File: src/rtl/mips_pkg.sv
// Shared constants for the MIPS pipeline blocks.
//   RESET_PC_DEF     default reset PC and base of the instruction space
//   IM_ADDRBITS_DEF  default instruction-memory word-index width
//   NOP              instruction word used for squashed or faulted slots
package mips_pkg;

  localparam logic [31:0] RESET_PC_DEF    = 32'h0000_3000;
  localparam int unsigned IM_ADDRBITS_DEF = 12;
  localparam logic [31:0] NOP             = 32'h0000_0000;

endpackage

File: src/rtl/pc_range_check.sv
// Combinational address legality check. It is shared by the fetch path and the
// data-memory address path.
// Ports:
//   addr   in   32  byte address under test
//   legal  out  1   word-aligned and inside [BASE, BASE + 4*2^ADDRBITS)
module pc_range_check
  import mips_pkg::*;
#(
  parameter logic [31:0] BASE     = RESET_PC_DEF,
  parameter int unsigned ADDRBITS = IM_ADDRBITS_DEF
) (
  input  logic [31:0] addr,
  output logic        legal
);

  // The arithmetic is 33 bits wide so that the upper bound cannot wrap.
  logic [32:0] lo_bound;
  logic [32:0] hi_bound;
  logic [32:0] addr_ext;

  always_comb begin
    lo_bound = {1'b0, BASE};
    hi_bound = lo_bound + (33'd4 << ADDRBITS);
    addr_ext = {1'b0, addr};
    legal    = (addr[1:0] == 2'b00) && (addr_ext >= lo_bound) && (addr_ext < hi_bound);
  end

endmodule

File: src/rtl/if_fetch_unit.sv
// Instruction-fetch stage. It owns the PC, drives the combinational
// instruction-memory port and loads the IF/ID latch. Branch redirects are taken
// with one delay slot.
// Ports:
//   clk, reset          clock and synchronous active-high reset
//   stall               holds the PC and IF/ID; any redirect is ignored
//   redirect_valid/pc   taken branch or jump target from ID
//   im_addr, im_rdata   instruction-memory address out and word back, same cycle
//   pc_f                current PC
//   if_id_*             latched instr, pc, pc+8, valid and fault flags
//   fault_sticky        set by the first illegal fetch, cleared only by reset
//   fetch_cnt           saturating count of valid instructions latched
module if_fetch_unit
  import mips_pkg::*;
#(
  parameter logic [31:0] RESET_PC    = RESET_PC_DEF,
  parameter int unsigned IM_ADDRBITS = IM_ADDRBITS_DEF
) (
  input  logic        clk,
  input  logic        reset,
  input  logic        stall,
  input  logic        redirect_valid,
  input  logic [31:0] redirect_pc,
  output logic [31:0] im_addr,
  input  logic [31:0] im_rdata,
  output logic [31:0] pc_f,
  output logic [31:0] if_id_instr,
  output logic [31:0] if_id_pc,
  output logic [31:0] if_id_pc8,
  output logic        if_id_valid,
  output logic        if_id_fault,
  output logic        fault_sticky,
  output logic [31:0] fetch_cnt
);

  logic [31:0] pc_q, pc_d;
  logic [31:0] instr_q, instr_d;
  logic [31:0] ifpc_q, ifpc_d;
  logic [31:0] ifpc8_q, ifpc8_d;
  logic        valid_q, valid_d;
  logic        fault_q, fault_d;
  logic        sticky_q, sticky_d;
  logic [31:0] fetch_cnt_q, fetch_cnt_d;
  logic        pc_legal;

  pc_range_check #(
    .BASE     (RESET_PC),
    .ADDRBITS (IM_ADDRBITS)
  ) u_range (
    .addr  (pc_q),
    .legal (pc_legal)
  );

  always_comb begin
    pc_d        = pc_q;
    instr_d     = instr_q;
    ifpc_d      = ifpc_q;
    ifpc8_d     = ifpc8_q;
    valid_d     = valid_q;
    fault_d     = fault_q;
    sticky_d    = sticky_q;
    fetch_cnt_d = fetch_cnt_q;
    if (!stall) begin
      // The word fetched this cycle is latched even when a redirect is seen
      // (delay slot). The target is fetched on the next cycle.
      pc_d    = redirect_valid ? redirect_pc : pc_q + 32'd4;
      ifpc_d  = pc_q;
      ifpc8_d = pc_q + 32'd8;
      if (pc_legal) begin
        instr_d = im_rdata;
        valid_d = 1'b1;
        fault_d = 1'b0;
        if (fetch_cnt_q != 32'hFFFF_FFFF) begin
          fetch_cnt_d = fetch_cnt_q + 32'd1;
        end
      end else begin
        instr_d  = NOP;
        valid_d  = 1'b0;
        fault_d  = 1'b1;
        sticky_d = 1'b1;
      end
    end
  end

  always_ff @(posedge clk) begin
    if (reset) begin
      pc_q        <= RESET_PC;
      instr_q     <= NOP;
      ifpc_q      <= RESET_PC;
      ifpc8_q     <= RESET_PC + 32'd8;
      valid_q     <= 1'b0;
      fault_q     <= 1'b0;
      sticky_q    <= 1'b0;
      fetch_cnt_q <= 32'd0;
    end else begin
      pc_q        <= pc_d;
      instr_q     <= instr_d;
      ifpc_q      <= ifpc_d;
      ifpc8_q     <= ifpc8_d;
      valid_q     <= valid_d;
      fault_q     <= fault_d;
      sticky_q    <= sticky_d;
      fetch_cnt_q <= fetch_cnt_d;
    end
  end

  assign im_addr      = pc_q;
  assign pc_f         = pc_q;
  assign if_id_instr  = instr_q;
  assign if_id_pc     = ifpc_q;
  assign if_id_pc8    = ifpc8_q;
  assign if_id_valid  = valid_q;
  assign if_id_fault  = fault_q;
  assign fault_sticky = sticky_q;
  assign fetch_cnt    = fetch_cnt_q;

endmodule

File: config.mk
export PLATFORM = sky130hd
export DESIGN_NAME = if_fetch_unit
export DESIGN_NICKNAME = d
export VERILOG_FILES = /design/src/rtl/mips_pkg.sv /design/src/rtl/pc_range_check.sv /design/src/rtl/if_fetch_unit.sv
export SDC_FILE = /design/constraint.sdc
export NUM_CORES = 1
export LEC_CHECK = 0
export ABC_AREA = 1
export CORE_ASPECT_RATIO = 2
export CORE_MARGIN = 2
export CORE_UTILIZATION = 51
export CTS_CLUSTER_SIZE = 25
export DETAILED_ROUTE_END_ITERATION = 7
export PLACE_DENSITY = 0.93
export SLEW_MARGIN = 10
export SYNTH_ARGS = -nofsm -noshare
export SYNTH_HDL_FRONTEND = slang
export SYNTH_HIERARCHICAL = 1
export SYNTH_SLANG_ARGS = --single-unit
export TNS_END_PERCENT = 100
File: constraint.sdc
create_clock -name clk -period 2.9 [get_ports clk]
set_input_delay 0.725 -clock clk [delete_from_list [all_inputs] [get_ports clk]]
set_output_delay 0.725 -clock clk [all_outputs]
set_load 0.05 [all_outputs]
; ---- After elaboration in Yosys (flattened, before gate mapping)
; Cells that the tools add are included.
; Widths: inputs -> output; s select.
[word_totals]
out_inout_bits = 195
ram_bits = 0
latchBits = 0
romBits = 0
wordCells = 25
ff_bits = 163
input_bits = 68
memories = 0
[classes]
n_eq_ne = 1
reduce_logical = 5
mux = 4
mul = 0
addsub = 3
shifts = 0
bitwise_logic = 2
n_div = 0
n_lt_le_gt_ge = 2
[op_table]
columns = cell, n
row1 = $mux 32, 2
row2 = $add 32x1->32 const B, 1
row3 = $add 32x3->32 const B, 1
row4 = $add 32x4->32 const B, 1
row5 = $ge 32x14->1 const B, 1
row6 = $lt 32x15->1 const B, 1
row7 = $ne 32x32->1 const B, 1
row8 = $reduce_and 3->1, 1
row9 = $logic_and 1x1->1, 2
row10 = $logic_not 2->1, 1
row11 = $mux 1, 2
row12 = $not 1->1, 2
row13 = $reduce_and 2->1, 1

; ---- Logic depth before layout (Yosys ltp)
; Gate-level depths: netlist (run 1).
[depth]
word_depth = 5
ltp_mapped = 12

; ---- By module
; The synthesis (run 1) kept the hierarchy.
[modules_own_cells]
columns = mod, seq_area_each_um2, cells_each, n_inst, area_per_inst_um2
row1 = if_fetch_unit, 3203.1, 1247, 1, 8326.7
row2 = pc_range_check, 0.0, 22, 1, 86.3

; ---- Worst setup path after synthesis (run 1)
; Ideal clock, no wire load.
[synth_timing]
kind = reg-to-reg
startpoint = register pc_q[12] (netlist: im_addr[12])
endpoint = register fetch_cnt_q[17] (netlist: fetch_cnt[17])
t_arrival_ns = 1.989
n_path_buf = 1
path_stages_with_launch = 11
slack_ns = 0.781
period_less_slack_ns = 2.119
required_time_ns = 2.770
cell_sequence = dfxtp_1 nand2_1 nand2_1 nand3_1 nor2_1 inv_1 nor2_2 clkbuf_1 nand4_1 nand2_1 nor2_1
[synth_between]
elab_chain_cells = 4
[synth_lines]
columns = element, line
row1 = "start, declared", if_fetch_unit.sv:36  ; logic [31:0] pc_q, pc_d;
row2 = "start signal, assigned", if_fetch_unit.sv:96  ; pc_q <= pc_d;
row3 = $ge 32x14->1, pc_range_check.sv:25  ; legal = (addr[1:0] == 2'b00) && (addr_ext >= lo_bound) && (addr_ext < hi_bound);
row4 = $logic_and 1x1->1, pc_range_check.sv:25
row5 = $logic_and 1x1->1 *, pc_range_check.sv:25
row6 = net pc_legal, if_fetch_unit.sv:44  ; logic pc_legal;
row7 = $reduce_and 3->1 (no source line) *, -
row8 = "end signal, assigned", if_fetch_unit.sv:103  ; fetch_cnt_q <= fetch_cnt_d;
row9 = "end, declared", if_fetch_unit.sv:43  ; logic [31:0] fetch_cnt_q, fetch_cnt_d;
; Mark *: on every way through the listed nets, which the timed path passes. The rest lies on a longest branch.
; A chain may end at the register's enable or synchronous reset.

; ---- Worst setup path after layout (run 1)
[layout_timing]
startpoint = register pc_q[29] (netlist: im_addr[29])
endpoint = output pc_f[29]
[layout_rtl]
columns = element, line
row1 = "end, declared", if_fetch_unit.sv:26  ; output logic [31:0] pc_f,
; No word-level cell between the ends.

==> results of run 1 <==
[where the power goes]
| part | switching [W] | total [W] | leakage, nW | internal (W) |
|---|---|---|---|---|
| clock | 0.000909 | 0.00235 | 0.301 | 0.00144 |
| combinational | 0.000752 | 0.00113 | 2.75 | 0.000378 |
| sequential | 0.000126 | 0.00241 | 1.31 | 0.00229 |
| total | 0.00179 | 0.00589 | 4.36 | 0.00410 |
[metrics by stage]
stage	total power, W	cell area (um^2)
global route	0.00607	11500
global placement	0.00356	10900
CTS	0.00591	11500
detailed placement	0.00357	10900
floorplan	0.00315	8410
finish	0.00589	11500
[worst max-delay path by stage]
stage / end / slack, ns / cells after the start
after global routing: pc_f[12] / 0.17 / 1
after global placement: fetch_cnt[12]$_SDFFE_PP0P_ / 0.61 / 9
final: pc_f[29] / 0.21 / 1
after detailed placement: fetch_cnt[14]$_SDFFE_PP0P_ / 0.55 / 9
after floorplan: fetch_cnt[17]$_SDFFE_PP0P_ / 0.78 / 10
after CTS: pc_f[29] / 0.24 / 1
[layout make-up]
cell class              instances  area share
multi-input cells             927       0.377
flip-flops and latches        160       0.278
well taps                     204      0.0222
inverters                      90      0.0297
repair buffers                279       0.240
clock inverters                 9      0.0113
clock buffers                  21      0.0418
[routing by layer]
| layer | GRT usage | wire, um |
|---|---|---|
| met1 | 0.342 | 10100 |
| met2 | 0.620 | 15900 |
| met3 | 0.0648 | 2130 |
| met4 | 0.246 | 2440 |
| met5 | 0 | 0 |
[cell usage in the layout (no fill, tap or decap), types with 4 or more instances in the layout]
cell             count
a211oi_1             5
dfxtp_1            160
buf_4               18
xnor2_1              6
clkbuf_8             4
nand2_1            330
a21oi_1            108
nand3_1             70
nor2_1             202
nand4_1             10
nor3_1               9
inv_1               86
clkinv_2             4
xor2_1              27
o21ai_0             89
nand2_2             22
a21oi_2             20
clkbuf_16           17
nor2_2               9
clkdlybuf4s50_1    260
[cell families after synthesis]
family,Yosys count,synth area share
AND/OR/NAND/NOR,663,0.329
AO/OA/AOI/OAI,228,0.147
buffers and inverters,182,0.104
flip-flops,160,0.381
XOR/XNOR,33,0.0344
adder cells (fa/ha/maj),3,0.00446
[registers in the layout, summed over array words and instances, names as in the netlist]
signal        count
if_id_pc8        29
im_addr          32
if_id_fault       1
if_id_instr      32
if_id_pc         32
fault_sticky      1
fetch_cnt        32
if_id_valid       1
[Yosys cell counts (7+ instances only)]
| cell type | count | area [um^2] |
|---|---|---|
| nand2_2 | 22 | 138 |
| nand3_1 | 70 | 350 |
| xor2_1 | 27 | 236 |
| buf_4 | 36 | 270 |
| inv_1 | 87 | 327 |
| nor3_1 | 9 | 45.0 |
| buf_2 | 7 | 35.0 |
| a21oi_2 | 20 | 175 |
| nand2_1 | 330 | 1240 |
| o21ai_0 | 89 | 445 |
| nand4_1 | 10 | 62.6 |
| dfxtp_1 | 160 | 3200 |
| nor2_2 | 10 | 62.6 |
| a21oi_1 | 108 | 541 |
| clkbuf_1 | 41 | 154 |
| nor2_1 | 202 | 758 |
==> flow_summary_export.csv, run 1 <==
group,metric,value,unit
floorplan,die_x,94.8,um
synth,syn-cell-area,8410,um^2
timing,fmax,0.371,GHz
worst_setup_path,critPathCaptureType,"output pin",
pwr,ir_drop,0.000504,V
floorplan,die_area,17600,um^2
drt,wl_per_cell,18.1,um
synth,synthArstFlopShare,0,
clock_tree,cts_resized,0,
synth,synth_cell_types,37,
finish,synthToLayoutAreaGrowth,36.8,%
drt,viasPerCell,5.56,
global_routing,grt_pass1_vias,9101,
drt,drt_first_pass_iters,8,
floorplan,die_h,186,um
worst_setup_path,arrival,1.97,ns
place,hpwl,22.6,mm
timing,tightest_slew,0.632,ns
clock_tree,htree_levels,4,
finish,diodes,0,
finish,drive_gt1_frac,0.0747,
timing,setup_tns,0,ns
clock_tree,post_cts_buffers,0,
worst_setup_path,cp_max_fo,10,
synth,ys_seq_area_frac,0.381,
timing,rsz0062_at_grt,"no",
global_routing,grt_pass1_wl,46.4,mm
drt,drtAntennaViolNets,0,
synth,synthesis.nets,1340,
worst_setup_path,regToRegSetupSlack,0.50,ns
global_routing,grt_overflow_total,0,
synth,ys_warn_count,6,
synth,syn_avg_cell_area,6.63,um^2
clock_tree,cts_buffers,17,
worst_setup_path,path_delay_family,"buffers and inverters",
clock_tree,cts_tree,"done",
drt,wirelength,30.6,mm
synth,synth-seq-cells,160,
place,gp_congestion,1.01,
synth,synthFlopType,"dfxtp_1",
clock_tree,clock_latency,0.42,ns
flow_run,maxCapViolCount,0,
status,outcome,"completed",
finish,regArea,3200,um^2
worst_setup_path,regToRegEndpoint,"fetch_cnt[4]$_SDFFE_PP0P_",
timing,slew_headroom,0.578,
finish,fill_cells,1347,
synth,syn_inst,1269,
timing,worst_clock_skew,0.0146,ns
global_routing,grt_use_total,0.343,
timing,worst_hold_slack,0.458,ns
worst_setup_path,crit_type,"reg -> out",
global_routing,grt_max_degree,53,
worst_setup_path,startpoint_type,"flip-flop",
floorplan,initial_core_util,0.520,
finish,final_cells,1690,
drt,drc,0,
timing,fin_crit,2.69,ns
finish,fin_nets,1546,
worst_hold_path,worstHoldEndpoint,"if_id_pc[3]$_SDFFE_PP0N_",
clock_tree,clkTransAtPathRegs,0.06,ns
worst_hold_path,hold_path_depth,1,
worst_setup_path,reg2reg_from,"im_addr[27]$_SDFFE_PP0N_",
worst_setup_path,reg2regPathDepth,9,
place,portBuffers,262,
finish,multiInputGateArea,4340,um^2
worst_hold_path,min-delay-start,"if_id_pc[3]$_SDFFE_PP0N_",
timing,setup_violations,0,
pwr,power_density,512,nW/um^2
worst_setup_path,worstPathRequired,2.17,ns
timing,timing.final.ws_setup,0.207,ns
drt,drt_iter0_markers,553,
worst_hold_path,hold_path.class,"reg -> reg",
worst_setup_path,setup.worst_path.start,"im_addr[29]$_SDFFE_PP0N_",
clock_tree,ctsHoldBuffers,0,
timing,slew_violations,0,
worst_setup_path,crit_chain,"clkdlybuf4s50_1",
synth,synth_edf_count,0,
clock_tree,clock-sinks,160,
timing,period_share,0.929,
worst_setup_path,slowest_delay,0.95,ns
floorplan,core,16200,um^2
pwr,leakage,4.36,nW
clock_tree,cts_max_path_buffers,2,
place,dpl_worst_slack,0.555,ns
worst_setup_path,slowest_stage,"clkdlybuf4s50_1",
drt,vias,9390,
floorplan,rows,66,
global_routing,antenna_found_initial,0,
finish,utilization,0.711,
floorplan,io_pins,263,
clock_tree,clockRootBuffer,"clkbuf_16",
timing,hold_violations,0,
worst_setup_path,critPathBufInv,1,
place,place_inst,1660,
(Power assumes the default switching activity.)
==> inputs of run 2 (changes only) <==
==> constraint.sdc (replaced) <==
create_clock -name clk -period 2.9 [get_ports clk]
set_input_delay 0.435 -clock clk [delete_from_list [all_inputs] [get_ports clk]]
set_output_delay 0.435 -clock clk [all_outputs]
set_load 0.05 [all_outputs]
==> run 2 against run 1 <==
Effect of this change: count of clock-buffer cells in the layout did not move; critical path type unchanged; flip-flop and latch count unchanged; die area did not move; register-to-register slack hardly changed; wire length increased by 4.1%.
==> flow_summary_export.csv, run 2 (synthesis results as in run 1) <==
group,metric,value,unit
status,outcome,"completed",
worst_setup_path,crit_chain,"clkdlybuf4s50_1",
clock_tree,clockRootBuffer,"clkbuf_16",
worst_setup_path,slowest_stage,"clkdlybuf4s50_1",
pwr,combPwrFrac,0.194,
pwr,pwr-share-clk,0.399,
pwr,leakage,4.35,nW
place,hpwl,23.0,mm
place,portBuffers,262,
clock_tree,clock_latency,0.43,ns
clock_tree,ctsHoldBuffers,0,
worst_setup_path,cp.depth,1,
clock_tree,cts_max_path_buffers,2,
clock_tree,cts_tree,"done",
drt,viasPerCell,5.60,
worst_setup_path,arrival,2.03,ns
clock_tree,cts_resized,0,
global_routing,grt_pass1_wl,48.9,mm
worst_setup_path,crit_type,"reg -> out",
clock_tree,htree_levels,4,
floorplan,die_x,94.8,um
finish,synthToLayoutAreaGrowth,36.8,%
finish,drive_gt1_frac,0.0734,
worst_setup_path,cp_max_fo,10,
clock_tree,clock-sinks,160,
drt,vias,9471,
global_routing,met3_usage,0.0579,
pwr,switchingPower,0.00184,W
worst_hold_path,hold_path.class,"in -> reg",
finish,final_cell_mix,"nand2_1 (330), clkdlybuf4s50_1 (260), nor2_1 (202)",
floorplan,io_pins,263,
drt,drtAntennaViolNets,0,
timing,worst_clock_skew,0.0112,ns
clock_tree,clkTransAtPathRegs,0.06,ns
clock_tree,cts_buffers,17,
timing,setup_tns,0,ns
clock_tree,post_cts_buffers,0,
pwr,switching_share,0.311,
worst_hold_path,hold_path_depth,4,
global_routing,top_usage_layer,"met2",
timing,period_share,0.851,
finish,diodes,0,
worst_setup_path,path_delay_family,"buffers and inverters",
drt,wl_per_cell,18.8,um
pwr,ir_drop,0.000461,V
floorplan,die_h,186,um
floorplan,core,16200,um^2
worst_setup_path,startpoint_type,"flip-flop",
drt,drc,0,
global_routing,grt_overflow_total,0,
global_routing,grt_use_total,0.366,
flow_run,maxCapViolCount,0,
floorplan,rows,66,
timing,slew_headroom,0.574,
drt,drt_first_pass_iters,5,
place,gp_congestion,1.03,
timing,fmax,0.405,GHz
global_routing,antenna_found_initial,0,
finish,utilization,0.711,
timing,slew_violations,0,
global_routing,use_met2,0.655,
pwr,pwr-share-seq,0.408,
floorplan,die_area,17600,um^2
drt,drt_iter0_markers,618,
timing,tightest_slew,0.639,ns
pwr,internal_power,0.00408,W
timing,hold_violations,0,
worst_setup_path,reg2regPathDepth,10,
global_routing,grt_pass1_vias,9377,
global_routing,grt_max_degree,56,
worst_setup_path,critPathBufInv,1,
timing,fin_crit,2.47,ns
finish,final_common_cell,"nand2_1",
drt,wirelength,31.8,mm
pwr,power_density,515,nW/um^2
worst_setup_path,critPathCaptureType,"output pin",
worst_setup_path,worstPathRequired,2.47,ns
floorplan,initial_core_util,0.520,
timing,rsz0062_at_grt,"no",
global_routing,grt.met1_usage,0.369,
finish,fin_nets,1544,
timing,setup_violations,0,
worst_setup_path,slowest_delay,0.93,ns
-- run 2: power by group through the flow --
stage | Combinational [W] | Clock, W | Sequential (W)
after global placement | 0.00112 | 0 | 0.00245
after CTS | 0.00114 | 0.00238 | 0.00241
after global routing | 0.00120 | 0.00247 | 0.00242
after detailed placement | 0.00113 | 0 | 0.00245
final | 0.00115 | 0.00236 | 0.00241
after floorplan | 0.000435 | 0 | 0.00272
-- run 2: area by class of cell --
cell class / count / area (um^2)
Sequential cell: 160 / 3200
Fill cell: 1332 / 4680
Timing Repair Buffer: 277 / 2760
Tap cell: 204 / 255
Inverter: 90 / 342
Clock buffer: 21 / 460
Multi-Input combinational cell: 927 / 4340
Clock inverter: 11 / 154
-- run 2: routing by layer --
layer | share of wire | wire length [um] | up-vias
li1 | - | - | 4422
met3 | 0.074 | 2360 | 168
met1 | 0.33 | 10500 | 4341
met2 | 0.51 | 16400 | 540
met4 | 0.082 | 2610 | 0
met5 | 0 | 0 | -
-- run 2: path summary, 6_finish.rpt --
kind | slack, ns | endpoint | startpoint
max reg2reg | 0.50 | fetch_cnt[6]$_SDFFE_PP0P_ | im_addr[13]$_SDFFE_PP1N_
min | 0.39 | if_id_instr[0]$_SDFFE_PP0N_ | stall
max | 0.43 | pc_f[29] | im_addr[29]$_SDFFE_PP0N_
min reg2reg | 0.47 | if_id_instr[26]$_SDFFE_PP0N_ | if_id_instr[26]$_SDFFE_PP0N_
-- run 2: stage by stage --
step	instances	power, W	cell area (um^2)	hold WS [ns]	setup WS (ns)
6_report	1690	0.00592	11500	0.386	0.432
2_1_floorplan	1269	0.00315	8410	0.570	0.781
3_5_place_dp	1658	0.00358	10900	0.456	0.550
5_1_grt	1690	0.00609	11500	0.403	0.357
4_1_cts	1690	0.00592	11500	0.382	0.431
3_3_place_gp	1658	0.00357	10900	0.443	0.567
